--- src/rtl/ad_ip_jesd204_tpl_up_arbiter_if.sv ---
// ad_ip_jesd204_tpl_up_arbiter_if
// Requester-side and register-slave-side up_* bus around the TPL arbiter.
interface ad_ip_jesd204_tpl_up_arbiter_if #(
  parameter int NUM_MASTERS = 2,
  parameter int ADDR_WIDTH  = 11
);
  logic [NUM_MASTERS-1:0]            m_wreq;
  logic [NUM_MASTERS*ADDR_WIDTH-1:0] m_waddr;
  logic [NUM_MASTERS*32-1:0]         m_wdata;
  logic [NUM_MASTERS-1:0]            m_wack;
  logic [NUM_MASTERS-1:0]            m_rreq;
  logic [NUM_MASTERS*ADDR_WIDTH-1:0] m_raddr;
  logic [NUM_MASTERS*32-1:0]         m_rdata;
  logic [NUM_MASTERS-1:0]            m_rack;

  logic                              up_wreq;
  logic [ADDR_WIDTH-1:0]             up_waddr;
  logic [31:0]                       up_wdata;
  logic                              up_wack;
  logic                              up_rreq;
  logic [ADDR_WIDTH-1:0]             up_raddr;
  logic [31:0]                       up_rdata;
  logic                              up_rack;
  logic                              up_timeout;
  logic [7:0]                        up_timeout_cnt;

  // arbiter side
  modport slave (
    input  m_wreq, m_waddr, m_wdata,
    input  m_rreq, m_raddr,
    input  up_wack, up_rack, up_rdata,
    output m_wack, m_rack, m_rdata,
    output up_wreq, up_waddr, up_wdata,
    output up_rreq, up_raddr,
    output up_timeout, up_timeout_cnt
  );

  // requesters plus register slaves
  modport master (
    output m_wreq, m_waddr, m_wdata,
    output m_rreq, m_raddr,
    output up_wack, up_rack, up_rdata,
    input  m_wack, m_rack, m_rdata,
    input  up_wreq, up_waddr, up_wdata,
    input  up_rreq, up_raddr,
    input  up_timeout, up_timeout_cnt
  );
endinterface

--- src/rtl/ad_ip_jesd204_tpl_up_arbiter.sv ---
// ad_ip_jesd204_tpl_up_arbiter
// Round-robin sharing of the TPL up_* register bus, one access in flight.
module ad_ip_jesd204_tpl_up_arbiter #(
  parameter int NUM_MASTERS = 2,
  parameter int ADDR_WIDTH  = 11,
  parameter int TIMEOUT     = 31
) (
  input  logic up_clk,
  input  logic up_rstn,
  ad_ip_jesd204_tpl_up_arbiter_if.slave bus
);
  localparam int N  = NUM_MASTERS;
  localparam int AW = ADDR_WIDTH;
  localparam int IW = $clog2(NUM_MASTERS);

  typedef enum logic {IDLE, WAIT} state_t;

  state_t                state_q, state_d;
  logic [N-1:0]          wv_q, wv_d;
  logic [N-1:0]          rv_q, rv_d;
  logic [N-1:0][AW-1:0]  wa_q, wa_d;
  logic [N-1:0][AW-1:0]  ra_q, ra_d;
  logic [N-1:0][31:0]    wd_q, wd_d;
  logic [IW-1:0]         last_q, last_d;
  logic [IW-1:0]         own_q, own_d;
  logic                  is_wr_q, is_wr_d;
  logic [7:0]            cnt_q, cnt_d;
  logic [7:0]            tcnt_q, tcnt_d;
  logic                  up_wreq_q, up_wreq_d;
  logic                  up_rreq_q, up_rreq_d;
  logic [AW-1:0]         up_waddr_q, up_waddr_d;
  logic [AW-1:0]         up_raddr_q, up_raddr_d;
  logic [31:0]           up_wdata_q, up_wdata_d;
  logic [N-1:0]          m_wack_q, m_wack_d;
  logic [N-1:0]          m_rack_q, m_rack_d;
  logic [N-1:0][31:0]    m_rdata_q, m_rdata_d;
  logic                  tout_q, tout_d;

  logic [IW:0]           grant;
  logic [IW-1:0]         sel;
  logic                  done;

  // first pending master after 'last', cyclically; MSB flags a hit
  function automatic logic [IW:0] pick(
    input logic [IW-1:0] last,
    input logic [N-1:0]  pend
  );
    logic [IW:0] r;
    int          idx;
    r = '0;
    for (int k = 1; k <= N; k++) begin
      idx = int'(last) + k;
      if (idx >= N) idx = idx - N;
      if (!r[IW] && pend[idx]) r = {1'b1, IW'(idx)};
    end
    return r;
  endfunction

  // arbitration, completion and slot capture
  always_comb begin
    state_d    = state_q;
    wv_d       = wv_q;
    rv_d       = rv_q;
    wa_d       = wa_q;
    ra_d       = ra_q;
    wd_d       = wd_q;
    last_d     = last_q;
    own_d      = own_q;
    is_wr_d    = is_wr_q;
    cnt_d      = cnt_q;
    tcnt_d     = tcnt_q;
    up_wreq_d  = 1'b0;
    up_rreq_d  = 1'b0;
    up_waddr_d = up_waddr_q;
    up_raddr_d = up_raddr_q;
    up_wdata_d = up_wdata_q;
    m_wack_d   = '0;
    m_rack_d   = '0;
    m_rdata_d  = '0;
    tout_d     = 1'b0;
    done       = 1'b0;
    grant      = pick(last_q, wv_q | rv_q);
    sel        = grant[IW-1:0];

    unique case (state_q)
      IDLE: begin
        if (grant[IW]) begin
          own_d   = sel;
          last_d  = sel;
          cnt_d   = 8'd0;
          state_d = WAIT;
          if (wv_q[sel]) begin
            is_wr_d    = 1'b1;
            up_wreq_d  = 1'b1;
            up_waddr_d = wa_q[sel];
            up_wdata_d = wd_q[sel];
          end else begin
            is_wr_d    = 1'b0;
            up_rreq_d  = 1'b1;
            up_raddr_d = ra_q[sel];
          end
        end
      end
      WAIT: begin
        done = is_wr_q ? bus.up_wack : bus.up_rack;
        if (done || cnt_q == 8'(TIMEOUT)) begin
          if (is_wr_q) begin
            m_wack_d[own_q] = 1'b1;
            wv_d[own_q]     = 1'b0;
          end else begin
            m_rack_d[own_q]  = 1'b1;
            m_rdata_d[own_q] = done ? bus.up_rdata
                                    : 32'hDEAD_DEAD;
            rv_d[own_q]      = 1'b0;
          end
          if (!done) begin
            tout_d = 1'b1;
            if (tcnt_q != 8'hff) tcnt_d = tcnt_q + 8'd1;
          end
          state_d = IDLE;
        end else begin
          cnt_d = cnt_q + 8'd1;
        end
      end
      default: state_d = IDLE;
    endcase

    // a pulse into a busy slot is dropped; a freed slot takes it
    for (int i = 0; i < N; i++) begin
      if (bus.m_wreq[i] && !wv_d[i]) begin
        wv_d[i] = 1'b1;
        wa_d[i] = bus.m_waddr[i*AW +: AW];
        wd_d[i] = bus.m_wdata[i*32 +: 32];
      end
      if (bus.m_rreq[i] && !rv_d[i]) begin
        rv_d[i] = 1'b1;
        ra_d[i] = bus.m_raddr[i*AW +: AW];
      end
    end
  end

  // state and output registers
  always_ff @(posedge up_clk or negedge up_rstn) begin
    if (!up_rstn) begin
      state_q    <= IDLE;
      wv_q       <= '0;
      rv_q       <= '0;
      wa_q       <= '0;
      ra_q       <= '0;
      wd_q       <= '0;
      last_q     <= IW'(N - 1);
      own_q      <= '0;
      is_wr_q    <= 1'b0;
      cnt_q      <= 8'd0;
      tcnt_q     <= 8'd0;
      up_wreq_q  <= 1'b0;
      up_rreq_q  <= 1'b0;
      up_waddr_q <= '0;
      up_raddr_q <= '0;
      up_wdata_q <= '0;
      m_wack_q   <= '0;
      m_rack_q   <= '0;
      m_rdata_q  <= '0;
      tout_q     <= 1'b0;
    end else begin
      state_q    <= state_d;
      wv_q       <= wv_d;
      rv_q       <= rv_d;
      wa_q       <= wa_d;
      ra_q       <= ra_d;
      wd_q       <= wd_d;
      last_q     <= last_d;
      own_q      <= own_d;
      is_wr_q    <= is_wr_d;
      cnt_q      <= cnt_d;
      tcnt_q     <= tcnt_d;
      up_wreq_q  <= up_wreq_d;
      up_rreq_q  <= up_rreq_d;
      up_waddr_q <= up_waddr_d;
      up_raddr_q <= up_raddr_d;
      up_wdata_q <= up_wdata_d;
      m_wack_q   <= m_wack_d;
      m_rack_q   <= m_rack_d;
      m_rdata_q  <= m_rdata_d;
      tout_q     <= tout_d;
    end
  end

  assign bus.up_wreq        = up_wreq_q;
  assign bus.up_rreq        = up_rreq_q;
  assign bus.up_waddr       = up_waddr_q;
  assign bus.up_raddr       = up_raddr_q;
  assign bus.up_wdata       = up_wdata_q;
  assign bus.m_wack         = m_wack_q;
  assign bus.m_rack         = m_rack_q;
  assign bus.m_rdata        = m_rdata_q;
  assign bus.up_timeout     = tout_q;
  assign bus.up_timeout_cnt = tcnt_q;

endmodule

--- src/flat_wrapper.sv ---
// flat-port wrapper written by rule: the top's interface ports become plain ports
module ad_ip_jesd204_tpl_up_arbiter_flat 
#(
  parameter int NUM_MASTERS = 2,
  parameter int ADDR_WIDTH  = 11,
  parameter int TIMEOUT     = 31
)
  (up_clk, up_rstn, bus_m_wreq, bus_m_waddr, bus_m_wdata, bus_m_rreq, bus_m_raddr, bus_up_wack, bus_up_rack, bus_up_rdata, bus_m_wack, bus_m_rack, bus_m_rdata, bus_up_wreq, bus_up_waddr, bus_up_wdata, bus_up_rreq, bus_up_raddr, bus_up_timeout, bus_up_timeout_cnt);
  ad_ip_jesd204_tpl_up_arbiter_if #(.NUM_MASTERS(NUM_MASTERS), .ADDR_WIDTH(ADDR_WIDTH)) bus_i ();
  input  logic up_clk;
  input  logic up_rstn;
  input wire logic [$bits(bus_i.m_wreq)-1:0] bus_m_wreq;
  input wire logic [$bits(bus_i.m_waddr)-1:0] bus_m_waddr;
  input wire logic [$bits(bus_i.m_wdata)-1:0] bus_m_wdata;
  input wire logic [$bits(bus_i.m_rreq)-1:0] bus_m_rreq;
  input wire logic [$bits(bus_i.m_raddr)-1:0] bus_m_raddr;
  input wire logic [$bits(bus_i.up_wack)-1:0] bus_up_wack;
  input wire logic [$bits(bus_i.up_rack)-1:0] bus_up_rack;
  input wire logic [$bits(bus_i.up_rdata)-1:0] bus_up_rdata;
  output wire logic [$bits(bus_i.m_wack)-1:0] bus_m_wack;
  output wire logic [$bits(bus_i.m_rack)-1:0] bus_m_rack;
  output wire logic [$bits(bus_i.m_rdata)-1:0] bus_m_rdata;
  output wire logic [$bits(bus_i.up_wreq)-1:0] bus_up_wreq;
  output wire logic [$bits(bus_i.up_waddr)-1:0] bus_up_waddr;
  output wire logic [$bits(bus_i.up_wdata)-1:0] bus_up_wdata;
  output wire logic [$bits(bus_i.up_rreq)-1:0] bus_up_rreq;
  output wire logic [$bits(bus_i.up_raddr)-1:0] bus_up_raddr;
  output wire logic [$bits(bus_i.up_timeout)-1:0] bus_up_timeout;
  output wire logic [$bits(bus_i.up_timeout_cnt)-1:0] bus_up_timeout_cnt;
  assign bus_i.m_wreq = bus_m_wreq;
  assign bus_i.m_waddr = bus_m_waddr;
  assign bus_i.m_wdata = bus_m_wdata;
  assign bus_i.m_rreq = bus_m_rreq;
  assign bus_i.m_raddr = bus_m_raddr;
  assign bus_i.up_wack = bus_up_wack;
  assign bus_i.up_rack = bus_up_rack;
  assign bus_i.up_rdata = bus_up_rdata;
  assign bus_m_wack = bus_i.m_wack;
  assign bus_m_rack = bus_i.m_rack;
  assign bus_m_rdata = bus_i.m_rdata;
  assign bus_up_wreq = bus_i.up_wreq;
  assign bus_up_waddr = bus_i.up_waddr;
  assign bus_up_wdata = bus_i.up_wdata;
  assign bus_up_rreq = bus_i.up_rreq;
  assign bus_up_raddr = bus_i.up_raddr;
  assign bus_up_timeout = bus_i.up_timeout;
  assign bus_up_timeout_cnt = bus_i.up_timeout_cnt;
  ad_ip_jesd204_tpl_up_arbiter #(.NUM_MASTERS(NUM_MASTERS), .ADDR_WIDTH(ADDR_WIDTH), .TIMEOUT(TIMEOUT)) u_core (.up_clk(up_clk), .up_rstn(up_rstn), .bus(bus_i));
endmodule
--- config.mk ---
export PLATFORM = sky130hd
export DESIGN_NAME = ad_ip_jesd204_tpl_up_arbiter_flat
export DESIGN_NICKNAME = d
export VERILOG_FILES = /design/src/rtl/ad_ip_jesd204_tpl_up_arbiter_if.sv /design/src/rtl/ad_ip_jesd204_tpl_up_arbiter.sv /design/src/flat_wrapper.sv
export SDC_FILE = /design/constraint.sdc
export NUM_CORES = 1
export LEC_CHECK = 0
export ABC_AREA = 1
export ABC_CLOCK_PERIOD_IN_PS = 2200
export CAP_MARGIN = 10
export CORE_ASPECT_RATIO = 0.6
export CORE_UTILIZATION = 49
export CTS_CLUSTER_SIZE = 40
export DETAILED_ROUTE_END_ITERATION = 6
export PLACE_DENSITY = 0.85
export SETUP_SLACK_MARGIN = 0.02
export SLEW_MARGIN = 20
export SYNTH_ARGS = -nofsm -noshare
export SYNTH_HDL_FRONTEND = slang
export SYNTH_SLANG_ARGS = --single-unit
export TNS_END_PERCENT = 5
--- constraint.sdc ---
create_clock -name up_clk -period 2.2 [get_ports up_clk]
set_input_delay 0.22 -clock up_clk [delete_from_list [all_inputs] [get_ports up_clk]]
set_output_delay 0.22 -clock up_clk [all_outputs]
set_load 0.01 [all_outputs]
# Word level (Yosys, flattened, before mapping)
# Index checks and enable logic that the tools add are counted.
[classes] reduce_logical=17 n_bitwise=8 mux=58 add_sub_neg=6 n_eq_ne=4 n_lt_le_gt_ge=7
[ops] cell="two-way mux 32 bit" count=6
[ops] cell="two-way mux 64 bit" count=3
[ops] cell="bitwise AND 64 bit" count=1
[ops] cell="greater-or-equal comparator 32 x 3 -> 1 bit, second input constant" count=2
[ops] cell="less-than comparator 32 x 3 -> 1 bit, second input constant" count=2
[ops] cell="subtractor 32 x 3 -> 32 bit, second input constant" count=2
[ops] cell="two-way mux 11 bit" count=4
[ops] cell="demux 32 bit (select 1 bit)" count=1
[ops] cell="two-way mux 2 bit" count=14
[ops] cell="two-way mux 1 bit" count=25
[ops] cell="adder 8 x 1 -> 8 bit, second input constant" count=2
[ops] cell="two-way mux 8 bit" count=2
[ops] cell="one-hot mux 8 bit (2 select lines)" count=1
[ops] cell="equality test 8 x 5 -> 1 bit, second input constant" count=1
[ops] cell="!= test 8 bit, second input constant" count=1
[ops] cell="logical AND 1 bit" count=6
[ops] cell="AND reduction 3 bit" count=2
[ops] cell="logical NOT 1 bit" count=5
[ops] cell="bitwise AND 2 bit" count=2
[ops] cell="less-than comparator 1 x 2 -> 1 bit, second input constant" count=2
[ops] cell="AND reduction 2 bit" count=2
[ops] cell="AND reduction 4 bit" count=1
[ops] cell="adder 1 x 2 -> 3 bit, second input constant" count=1
[ops] cell="NOT 1 bit" count=3
[ops] cell="other kinds (9)" count=9
[word_totals] word_cells=124 register_bits=257 in_bits=148 out_inout_bits=133

# Longest topological paths before layout
# Gate-level depths: netlist of the first run.
[depth] word_depth=15 mapped_depth=11 mapped_depth_nobuf=10

# Worst setup path before layout of the first run
# OpenSTA, ideal clock, no wires.
[synth_timing] kind="flip-flop to flip-flop" from="register u_core.cnt_q[1]" to="register u_core.wa_q[1] (netlist bit)" path_buffers=1 setup_time_ns=0.117 stages_incl_launch_ff=12 arrival_ns=1.413 setup_slack_ns=0.670 synth_period_minus_slack_ns=1.530 required_ns=2.083 path_cell_list="dfrtp_1 > ha_1 > nand2_2 > nor2_4 > nand2_4 > nand2_8 > nand3_4 > nand2_4 > nand2_4 > buf_6 > nand2_1 > nand2_1"
[synth_between] elab_chain_len=6
[synth_lines] element="start: declaration" line_no="ad_ip_jesd204_tpl_up_arbiter.sv:27" source="logic [7:0] cnt_q, cnt_d;"
[synth_lines] element="start signal: assignment" line_no="ad_ip_jesd204_tpl_up_arbiter.sv:175" source="cnt_q <= cnt_d;"
[synth_lines] element="equality test 8 x 5 -> 1 bit" line_no="ad_ip_jesd204_tpl_up_arbiter.sv:106" source="if (done || cnt_q == 8'(TIMEOUT)) begin"
[synth_lines] element="logical OR 1 bit" line_no="ad_ip_jesd204_tpl_up_arbiter.sv:106"
[synth_lines] element="two-way mux 2 bit" line_no="ad_ip_jesd204_tpl_up_arbiter.sv:106"
[synth_lines] element="two-way mux 2 bit" line_no="ad_ip_jesd204_tpl_up_arbiter.sv:85" source="unique case (state_q)"
[synth_lines] element="logical NOT 1 bit" line_no="ad_ip_jesd204_tpl_up_arbiter.sv:130" source="if (bus.m_wreq[i] && !wv_d[i]) begin"
[synth_lines] element="logical AND 1 bit" line_no="ad_ip_jesd204_tpl_up_arbiter.sv:130"
[synth_lines] element="end signal: assignment" line_no="ad_ip_jesd204_tpl_up_arbiter.sv:169" source="wa_q <= wa_d;"
[synth_lines] element="end: declaration" line_no="ad_ip_jesd204_tpl_up_arbiter.sv:21" source="logic [N-1:0][AW-1:0] wa_q, wa_d;"
# Every way passes these cells.
# A chain may end at the register's enable or synchronous reset.

# Worst setup path after layout of the first run
[layout_timing] from="register u_core.cnt_q[1]" to="register u_core.wa_q[4] (netlist bit)"
# The elaborated chain is that of the path after synthesis.

==> impl_metrics.py, run 1 <==
metrics = {
    "run_status": {
        "status": "complete, no violations",
    },
    "timing": {
        "hold_ws_ns": 0.2028,
        "finalHoldViolCount": 0,
        "finalCriticalPeriod_ns": 1.933,
        "worst_pin_slew_ns": 0.6055,
        "min_period_over_period_pct": 87.87,
        "fin_tns_setup_ns": 0,
        "rsz0062_at_grt": "false",
        "slew-limit-headroom_pct": 59.63,
        "setup_viol": 0,
        "clock.fmax_mhz": 517.3,
        "maxSlewViolCount": 0,
        "fin_skew_ns": 0.01046,
    },
    "global_route": {
        "grt.overflow.total": 0,
        "grt_pass1_wl_um": 46370,
        "grtUsageTotal_pct": 26.93,
        "grt_pass1_vias": 8749,
        "grt_max_degree": 79,
        "antenna_found_initial": 1,
    },
    "logic_synthesis": {
        "ys_types": 32,
        "synth_warnings": 0,
        "syn-num-nets": 1345,
        "synth-main-ff-cell": "dfrtp_1",
        "async_flop_share_pct": 100.0,
        "synth-edff-count": 0,
        "yosysTopAreaCell": "dfrtp_1",
        "syn_inst": 1195,
        "yosys.cell_count.top_type": "nand2_1",
        "netlist.area_leader.share_pct": 60.78,
        "synth.avg_cell_area_um2": 8.820,
        "synthTopCellsByArea": "dfrtp_1, nand2_1, nand3_1",
        "synth_area_um2": 10540,
        "synth_common_cells": "nand2_1, dfrtp_1, nand3_1",
        "seq_area_frac_synth_pct": 61.03,
        "ys_ff_latch": 257,
    },
    "clock_network": {
        "cts_sinks": 257,
        "cts_tree": "yes",
        "clkTransAtPathRegs_ns": 0.06,
        "cts_max_level": 1,
        "clock_path_buffers": 3,
        "root_buffer": "clkbuf_16",
        "postCtsSetupBuffers": 0,
        "numCtsBuffers": 24,
        "clk_latency_ns": 0.52,
    },
    "placed_design": {
        "portBuffers": 280,
        "placed_area_um2": 13650,
        "place.gp.congestion": 0.8858,
        "dpl.hpwl_um": 19890,
    },
    "pwr": {
        "power_leakage_nw": 7.341,
        "irDropWorstVdd_v": 0.0008987,
        "p_int_mw": 12.12,
        "swShare_pct": 36.43,
        "p_seq_share_pct": 38.6,
        "comb_power_share_pct": 37.8,
        "power_density_nw_per_um2": 1313,
        "clkPwrFrac_pct": 23.6,
        "switchingPower_mw": 6.945,
        "power_mw": 19.06,
    },
    "final_layout": {
        "layout.nets": 1618,
        "final_cell_area_um2": 14520,
        "fillers": 1643,
        "syn_to_final_growth_pct": 37.75,
        "drive_gt1_share_pct": 6.941,
        "multi_input_area_um2": 3664,
        "diodes": 0,
        "final-seq-area_um2": 6432,
    },
    "routing": {
        "wl_met2_um": 12760,
        "top_layer_used": "met4",
        "drtPass1Iterations": 7,
        "dr_wl_met3_um": 3189,
        "drc": 0,
        "ant_nets": 0,
        "wl_per_cell_um": 16.73,
        "drtIter0Drc": 582,
        "drt-total-wl_um": 29500,
        "vias": 9070,
        "drt-met1-wl_um": 12990,
        "vias_per_cell": 5.145,
    },
    "die": {
        "die_h_um": 115.6,
        "die_area_um2": 22120,
        "coreArea_um2": 21030,
        "io_pins": 281,
        "start_util_pct": 50.11,
        "rows": 41,
        "die_w_um": 191.3,
    },
    "critical_path": {
        "worstPathRequired_ns": 2.60,
        "worst_setup_path_start_kind": "flip-flop",
        "ff2ff_setup_slack_ns": 0.27,
        "crit_path_max_fanout": 43,
        "timing_worst_setup_path_type": "reg2reg",
        "cp-end-kind": "flip-flop",
        "crit_arrival_ns": 2.33,
    },
    "min_path": {
        "hp-class": "in2reg",
    },
    "job": {
        "drv_cap": 0,
    },
}
## placed cells by master (no fill, tap or decap), types with 3 or more instances in the layout
cell type        synthesis  layout
buf_12                   0       8
buf_4                   10      19
bufinv_16                0       4
clkbuf_16                0      25
clkbuf_8                 0       5
clkdlybuf4s50_1          0     277
clkinv_2                 0       5
dfrtp_1                256     256
inv_1                   22      22
inv_2                    5       5
nand2_1                549     548
nand2_2                  7       8
nand2_4                  7       6
nand3_1                118     118
nor2_1                  98      98
nor3_1                   3       3
o211ai_1                11      11
o21ai_0                 20      20
or2_0                    7       7
or2_2                    5       5
xnor2_1                  4       4
xor2_1                   6       6
## power groups by stage
stage | clock, mW | sequential, mW | combinational [mW]
finish | 4.50 | 7.36 | 7.21
global route | 4.75 | 7.53 | 8.04
CTS | 4.57 | 7.34 | 7.24
detailed placement | 0 | 7.38 | 7.20
global placement | 0 | 7.34 | 6.97
floorplan | 0 | 7.52 | 3.87
## metal layers
layer	GRT usage, %	vias up
met2	40.63	437
met3	7.359	44
li1	-	4274
met1	38.80	4315
met4	6.667	0
met5	0	-
## worst max-delay path, cell delays in order (launching register included)
cell and delay, ns:
dfrtp_1 0.37, ha_1 0.18, nand2_2 0.10, nor2_4 0.16
nand2_4 0.09, nand2_8 0.10, nand3_4 0.08, nand2_4 0.24
nand2_8 0.26, nand2_1 0.14, nand2_1 0.06
## registers in the layout, indices dropped and copies added (netlist names), 2 cells and up
signal                     flops
u_core.bus.m_rdata            64
u_core.bus.up_waddr           11
u_core.wa_q                   22
u_core.rv_q                    2
u_core.wv_q                    2
u_core.cnt_q                   8
u_core.bus.up_raddr           11
u_core.bus.up_timeout_cnt      8
u_core.bus.m_wack              2
u_core.wd_q                   64
u_core.bus.up_wdata           32
u_core.ra_q                   22
u_core.bus.m_rack              2
## metrics by stage
stage               std cells  setup WS (ns)  utilization (%)
global route             1763         0.1211            69.03
floorplan                1195         0.6699                -
global placement         1720         0.2188            64.88
CTS                      1763         0.1537            68.99
finish                   1763         0.2668            69.03
detailed placement       1720         0.1582            64.88
## final cells by class
type	instances	share of cell area (%)
Inverter	29	0.7497
Timing Repair Buffer	308	21.42
Sequential cell	257	44.30
Clock buffer	32	4.835
Multi-Input combinational cell	848	25.23
Clock inverter	10	1.051
Tap cell	279	2.404
## what timing repair did
action,4_1_cts,5_1_grt
endpoints found under the setup margin,0,14
resized for setup,0,1
hold buffers,1,0
endpoints found under the hold margin,71,0
## logic make-up (layout without fill, tap and decap cells)
logic type | count (synthesis) | after routing | share of synthesized area, %
compound gates | 34 | 34 | 1.911
xor+xnor | 10 | 10 | 0.8309
fa+ha+maj | 2 | 2 | 0.2374
buf+inv | 90 | 379 | 4.321
flops | 257 | 257 | 61.03
simple gates | 802 | 802 | 31.67
## path summary, 6_finish.rpt
| path | cells after the start | from | endpoint |
|---|---|---|---|
| hold / removal | 4 | bus_m_wreq[1] | u_core.wv_q[1] |
| setup reg to reg | 10 | u_core.cnt_q[1] | u_core.wa_q[4] |
| min in group asynchronous | 2 | up_rstn | u_core.bus.up_wdata[8] |
| max in group asynchronous | 3 | up_rstn | u_core.bus.m_rdata[28] |
| hold reg to reg | 2 | u_core.ra_q[13] | u_core.ra_q[13] |
| setup / recovery | 10 | u_core.cnt_q[1] | u_core.wa_q[4] |
(Power assumes the default switching activity.)
==> inputs of run 2 (changes only) <==
--- a/config.mk
+++ b/config.mk
@@ -5,14 +5,13 @@
 export SDC_FILE = /design/constraint.sdc
 export NUM_CORES = 1
 export LEC_CHECK = 0
-export ABC_AREA = 1
 export ABC_CLOCK_PERIOD_IN_PS = 2200
 export CAP_MARGIN = 10
 export CORE_ASPECT_RATIO = 0.6
-export CORE_UTILIZATION = 49
+export CORE_UTILIZATION = 48
 export CTS_CLUSTER_SIZE = 40
 export DETAILED_ROUTE_END_ITERATION = 6
-export PLACE_DENSITY = 0.85
+export PLACE_DENSITY = 0.84
 export SETUP_SLACK_MARGIN = 0.02
 export SLEW_MARGIN = 20
 export SYNTH_ARGS = -nofsm -noshare
==> run 2 against run 1 <==
Clock power shrank 8.4%. Critical path depth shrank 5. Count of clock-buffer cells in the layout grew 3. Non-clock buffer count is 12 higher. Die area down 2.5%. Setup slack got worse by 0.25 ns. Sequential share of layout area grew 0.68 points. Area after synthesis shrank 4.6%. Fmax fell by 11%. Register-to-register slack got worse by 0.25 ns. Critical path type unchanged. Largest power group unchanged.
==> impl_metrics.py, run 2 <==
metrics = {
    "logic_synthesis": {
        "netlist.area_leader.share_pct": 63.69,
        "synth.avg_cell_area_um2": 13.91,
        "yosysTopAreaCell": "dfrtp_1",
        "async_flop_share_pct": 100.0,
        "synth-main-ff-cell": "dfrtp_1",
        "yosys.cell_count.top_type": "dfrtp_1",
        "syn_inst": 723,
        "synth_warnings": 0,
        "syn-num-nets": 873,
        "synthTopCellsByArea": "dfrtp_1, mux2_2, nor2_1",
        "synth-edff-count": 0,
        "ys_types": 44,
        "synth_common_cells": "dfrtp_1, mux2_2, nor2_1",
        "ys_ff_latch": 257,
        "synth_area_um2": 10060,
        "seq_area_frac_synth_pct": 63.95,
    },
    "die": {
        "die_area_um2": 21560,
        "rows": 40,
        "die_w_um": 188.9,
        "start_util_pct": 49.62,
        "die_h_um": 114.1,
        "io_pins": 281,
        "coreArea_um2": 20270,
    },
    "min_path": {
        "hp-class": "in2reg",
    },
    "placed_design": {
        "dp_slack_ns": 0.02505,
        "dp.cells": 1277,
        "portBuffers": 280,
        "placed_area_um2": 13480,
        "dpl.hpwl_um": 17340,
        "place.gp.congestion": 0.8476,
    },
    "timing": {
        "slew-limit-headroom_pct": 58.76,
        "fin_ws_ns": 0.01896,
        "fin_tns_setup_ns": 0,
        "rsz0062_at_grt": "true",
        "clock.fmax_mhz": 458.5,
        "finalCriticalPeriod_ns": 2.181,
        "hold_ws_ns": 0.2569,
        "setup_viol": 0,
        "maxSlewViolCount": 0,
        "fin_skew_ns": 0.009758,
        "worst_pin_slew_ns": 0.6186,
        "finalHoldViolCount": 0,
        "min_period_over_period_pct": 99.14,
    },
    "clock_network": {
        "numCtsBuffers": 24,
        "cts_sinks": 257,
        "cts_tree": "yes",
        "clk_latency_ns": 0.51,
        "clock_path_buffers": 3,
        "cts_max_level": 1,
        "clkTransAtPathRegs_ns": 0.06,
        "root_buffer": "clkbuf_16",
    },
    "routing": {
        "drc": 0,
        "drtIter0Drc": 330,
        "wl_per_cell_um": 18.80,
        "drtPass1Iterations": 4,
        "ant_nets": 0,
        "vias": 6796,
        "drt-total-wl_um": 24810,
        "vias_per_cell": 5.148,
    },
    "final_layout": {
        "syn_to_final_growth_pct": 42.17,
        "mostFrequentLayoutCells": "clkdlybuf4s50_1, dfrtp_1, mux2_2, nor2_1, buf_4",
        "fin_cells": 1320,
        "final_common_cell": "clkdlybuf4s50_1",
        "finish.utilization_pct": 70.55,
        "fillers": 1403,
        "final_cell_area_um2": 14300,
        "drive_gt1_share_pct": 27.60,
        "layout.nets": 1182,
        "final-seq-area_um2": 6432,
        "diodes": 0,
        "multi_input_area_um2": 3485,
    },
    "global_route": {
        "antenna_found_initial": 1,
        "grt_pass1_vias": 7220,
        "grt_pass1_wl_um": 39420,
        "grt_max_degree": 80,
        "grtUsageTotal_pct": 23.46,
        "grt.overflow.total": 0,
    },
    "pwr": {
        "irDropWorstVdd_v": 0.0007525,
        "power_mw": 18.83,
        "power_leakage_nw": 6.303,
        "power_density_nw_per_um2": 1317,
    },
    "critical_path": {
        "timing_worst_setup_path_type": "reg2reg",
        "timing.critical_path.cells": "ha_2 > or4b_4 > or4_4 > nor4b_2 > xor2_1",
        "crit_buf_inv": 0,
        "cp_top_family": "simple AND/OR/NAND/NOR gates",
        "worstPathRequired_ns": 2.63,
        "crit_path_max_fanout": 8,
        "cp-end-kind": "flip-flop",
        "crit_path_max_incr_delay_ns": 0.51,
        "worst_setup_path_start_kind": "flip-flop",
        "crit_arrival_ns": 2.61,
        "critical-path-slowest-cell": "or4b_4",
    },
    "run_status": {
        "status": "complete, no violations",
    },
    "job": {
        "drv_cap": 0,
    },
}
[run 2: cell type report]
class	instances	area share, %
flip-flops and latches	257	44.98
multi-input cells	420	24.37
repair buffers	320	22.59
clock buffers	35	4.847
well taps	273	2.389
clock inverters	6	0.5862
inverters	9	0.2362
[run 2: logic make-up (layout without fill, tap and decap cells)]
group           count (synthesis)  after routing  share of synthesized area [%]
buf+inv                        46            370                          2.077
flops                         257            257                          63.95
mux                           209            209                          23.27
xor+xnor                        8              8                         0.6966
compound gates                 42             42                          2.737
simple gates                  159            159                          7.016
fa+ha+maj                       2              2                         0.2487
[run 2: where the power goes]
group	internal (mW)	leakage, nW	switching, mW	total, mW
registers	6.57	3.21	0.980	7.55
logic	4.29	2.71	2.88	7.17
clock network	2.41	0.382	1.70	4.12
[run 2: worst register-to-register path: cells and delay by family, from the launching register on]
| kind | cells | cell delay (ns) |
|---|---|---|
| adder cells (fa/ha/maj) | 1 | 0.19 |
| flip-flops | 1 | 0.36 |
| AND/OR/NAND/NOR | 3 | 1.39 |
| XOR/XNOR | 1 | 0.17 |
[run 2: path summary, 6_finish.rpt]
path	slack [ns]	cells after the start	startpoint	endpoint
worst max-delay path	0.02	5	u_core.cnt_q[0]	u_core.bus.up_timeout_cnt[6]
worst min-delay path	0.26	3	bus_up_rdata[4]	u_core.bus.m_rdata[4]
worst max register to register	0.02	5	u_core.cnt_q[0]	u_core.bus.up_timeout_cnt[6]
worst min register to register	0.50	1	u_core.wa_q[15]	u_core.wa_q[15]
max in group asynchronous	1.13	3	up_rstn	u_core.bus.m_rdata[30]
min in group asynchronous	0.27	2	up_rstn	u_core.ra_q[13]
[run 2: per-layer routing]
metal / up-vias / routed length [um] / GRT usage [%]
met3: 29 / 2161 / 7.141
met4: 2 / 339 / 3.817
met2: 240 / 11360 / 37.72
met5: - / 12 / 0
met1: 3419 / 10940 / 32.15
li1: 3106 / - / -
[run 2: what timing repair did]
action / 4_1_cts / 5_1_grt
pin swaps: 0 / 0
hold buffers: 1 / 0
endpoints found under the setup margin: 4 / 113
gates resized for setup: 1 / 6
buffers inserted: 0 / 1
hold endpoints to repair: 70 / 0
==> inputs of run 3 (changes only) <==
--- a/config.mk
+++ b/config.mk
@@ -17,4 +17,3 @@
 export SYNTH_ARGS = -nofsm -noshare
 export SYNTH_HDL_FRONTEND = slang
 export SYNTH_SLANG_ARGS = --single-unit
-export TNS_END_PERCENT = 5
==> run 3 against run 2 <==
Critical path depth did not move. Count of clock-buffer cells in the layout unchanged. Design area hardly changed. Largest power group unchanged. Highest routed layer unchanged.
==> impl_metrics.py, run 3 (synthesized netlist as in run 2, its figures left out) <==
metrics = {
    "routing": {
        "drc": 0,
        "drtIter0Drc": 310,
        "wl_per_cell_um": 18.82,
        "vias": 6774,
        "drt-total-wl_um": 24840,
        "drtPass1Iterations": 5,
        "ant_nets": 0,
        "vias_per_cell": 5.132,
    },
    "placed_design": {
        "dpl.hpwl_um": 17340,
        "dp.cells": 1277,
        "place.gp.congestion": 0.8476,
        "portBuffers": 280,
        "placed_area_um2": 13480,
    },
    "final_layout": {
        "mostFrequentLayoutCells": "clkdlybuf4s50_1, dfrtp_1, mux2_2, nor2_1, buf_4",
        "final-seq-area_um2": 6432,
        "fillers": 1403,
        "drive_gt1_share_pct": 27.79,
        "fin_cells": 1320,
        "multi_input_area_um2": 3497,
        "syn_to_final_growth_pct": 42.26,
        "final_common_cell": "clkdlybuf4s50_1",
        "layout.nets": 1182,
        "diodes": 0,
        "final_cell_area_um2": 14310,
    },
    "timing": {
        "slew-limit-headroom_pct": 57.85,
        "finalHoldViolCount": 0,
        "clock.fmax_mhz": 454.6,
        "setup_viol": 0,
        "hold_ws_ns": 0.2578,
        "maxSlewViolCount": 0,
        "finalCriticalPeriod_ns": 2.200,
        "fin_skew_ns": 0.01009,
        "worst_pin_slew_ns": 0.6322,
        "rsz0062_at_grt": "true",
        "min_period_over_period_pct": 99.98,
    },
    "die": {
        "die_area_um2": 21560,
        "die_w_um": 188.9,
        "die_h_um": 114.1,
        "start_util_pct": 49.62,
        "rows": 40,
        "io_pins": 281,
        "coreArea_um2": 20270,
    },
    "critical_path": {
        "crit_arrival_ns": 2.59,
        "crit_path_max_fanout": 8,
        "r2r_cells": 5,
        "ff2ff_setup_slack_ns": 0.0004,
        "cp-end-kind": "flip-flop",
        "worstPathRequired_ns": 2.59,
        "timing_worst_setup_path_type": "reg2reg",
        "worst_setup_path_start_kind": "flip-flop",
    },
    "clock_network": {
        "clock_path_buffers": 3,
        "root_buffer": "clkbuf_16",
        "cts_tree": "yes",
        "cts_sinks": 257,
        "cts_max_level": 1,
        "clk_latency_ns": 0.51,
        "clkTransAtPathRegs_ns": 0.07,
        "numCtsBuffers": 24,
    },
    "global_route": {
        "grt_pass1_wl_um": 39430,
        "grt.overflow.total": 0,
        "grt_max_degree": 80,
        "grt_pass1_vias": 7212,
        "grtUsageTotal_pct": 23.47,
        "antenna_found_initial": 1,
    },
    "min_path": {
        "hp-class": "in2async",
    },
    "run_status": {
        "status": "complete, no violations",
    },
    "job": {
        "drv_cap": 0,
    },
    "pwr": {
        "irDropWorstVdd_v": 0.0007539,
        "power_mw": 18.82,
        "power_density_nw_per_um2": 1316,
        "power_leakage_nw": 6.307,
    },
}
==> run 3: changes by cell type in the layout (fill, tap and decap cells not counted) <==
cell / before / now
nor2_2: 2 / 5
o21ai_2: 1 / 0
nor4b_4: 0 / 1
nor2_1: 98 / 95
nor4b_2: 1 / 0
buf_6: 2 / 1
o21ai_1: 0 / 1
buf_4: 28 / 29
==> run 3: critical path: stages, from the launching register on <==
cell and delay (ns):
dfrtp_1 0.36, ha_2 0.20, or4b_4 0.50, or4_4 0.51, nor2_2 0.16, mux2_2 0.34
==> run 3: where the power goes <==
part           internal (mW)  switching [mW]
logic                   4.29            2.86
registers               6.57           0.976
clock network           2.41            1.71
total                   13.3            5.55
==> run 3: what timing repair did <==
item	4_1_cts	5_1_grt
endpoints found under the hold margin	70	0
setup buffers	0	1
hold buffers	1	0
endpoints found under the setup margin	4	78
gates resized for setup	2	7
==> run 3: worst paths after layout <==
check	start	to
hold reg to reg	u_core.wa_q[15]	u_core.wa_q[15]
setup reg to reg	u_core.cnt_q[0]	u_core.bus.up_timeout_cnt[1]
hold / removal	up_rstn	u_core.ra_q[13]
setup / recovery	u_core.cnt_q[0]	u_core.bus.up_timeout_cnt[1]
max in group asynchronous	up_rstn	u_core.bus.m_rdata[30]
min in group up_clk	bus_up_rdata[4]	u_core.bus.m_rdata[4]
==> run 3: cell type report <==
class,count,area share [%]
Timing Repair Buffer,320,22.55
Clock inverter,6,0.5859
Multi-Input combinational cell,420,24.44
Sequential cell,257,44.95
Inverter,9,0.2361
Clock buffer,35,4.844
Tap cell,273,2.387
==> run 3: layer usage <==
metal | part of all wire [%] | up-vias | global-route usage [%]
li1 | - | 3110 | -
met1 | 44 | 3377 | 32.17
met2 | 46 | 256 | 37.72
met3 | 8.9 | 29 | 7.141
met4 | 1.4 | 2 | 3.817
met5 | 0.048 | - | 0
==> run 3: stage by stage <==
step / TNS (ns) / util (%) / setup slack (ns)
after global routing: -0.06536 / 70.59 / -0.03140
after CTS: 0 / 70.43 / 0.007996
final: 0 / 70.59 / 0.0003688
after floorplan: 0 / - / 0.02627
after global placement: 0 / 66.50 / 0.07640
after detailed placement: 0 / 66.50 / 0.02505
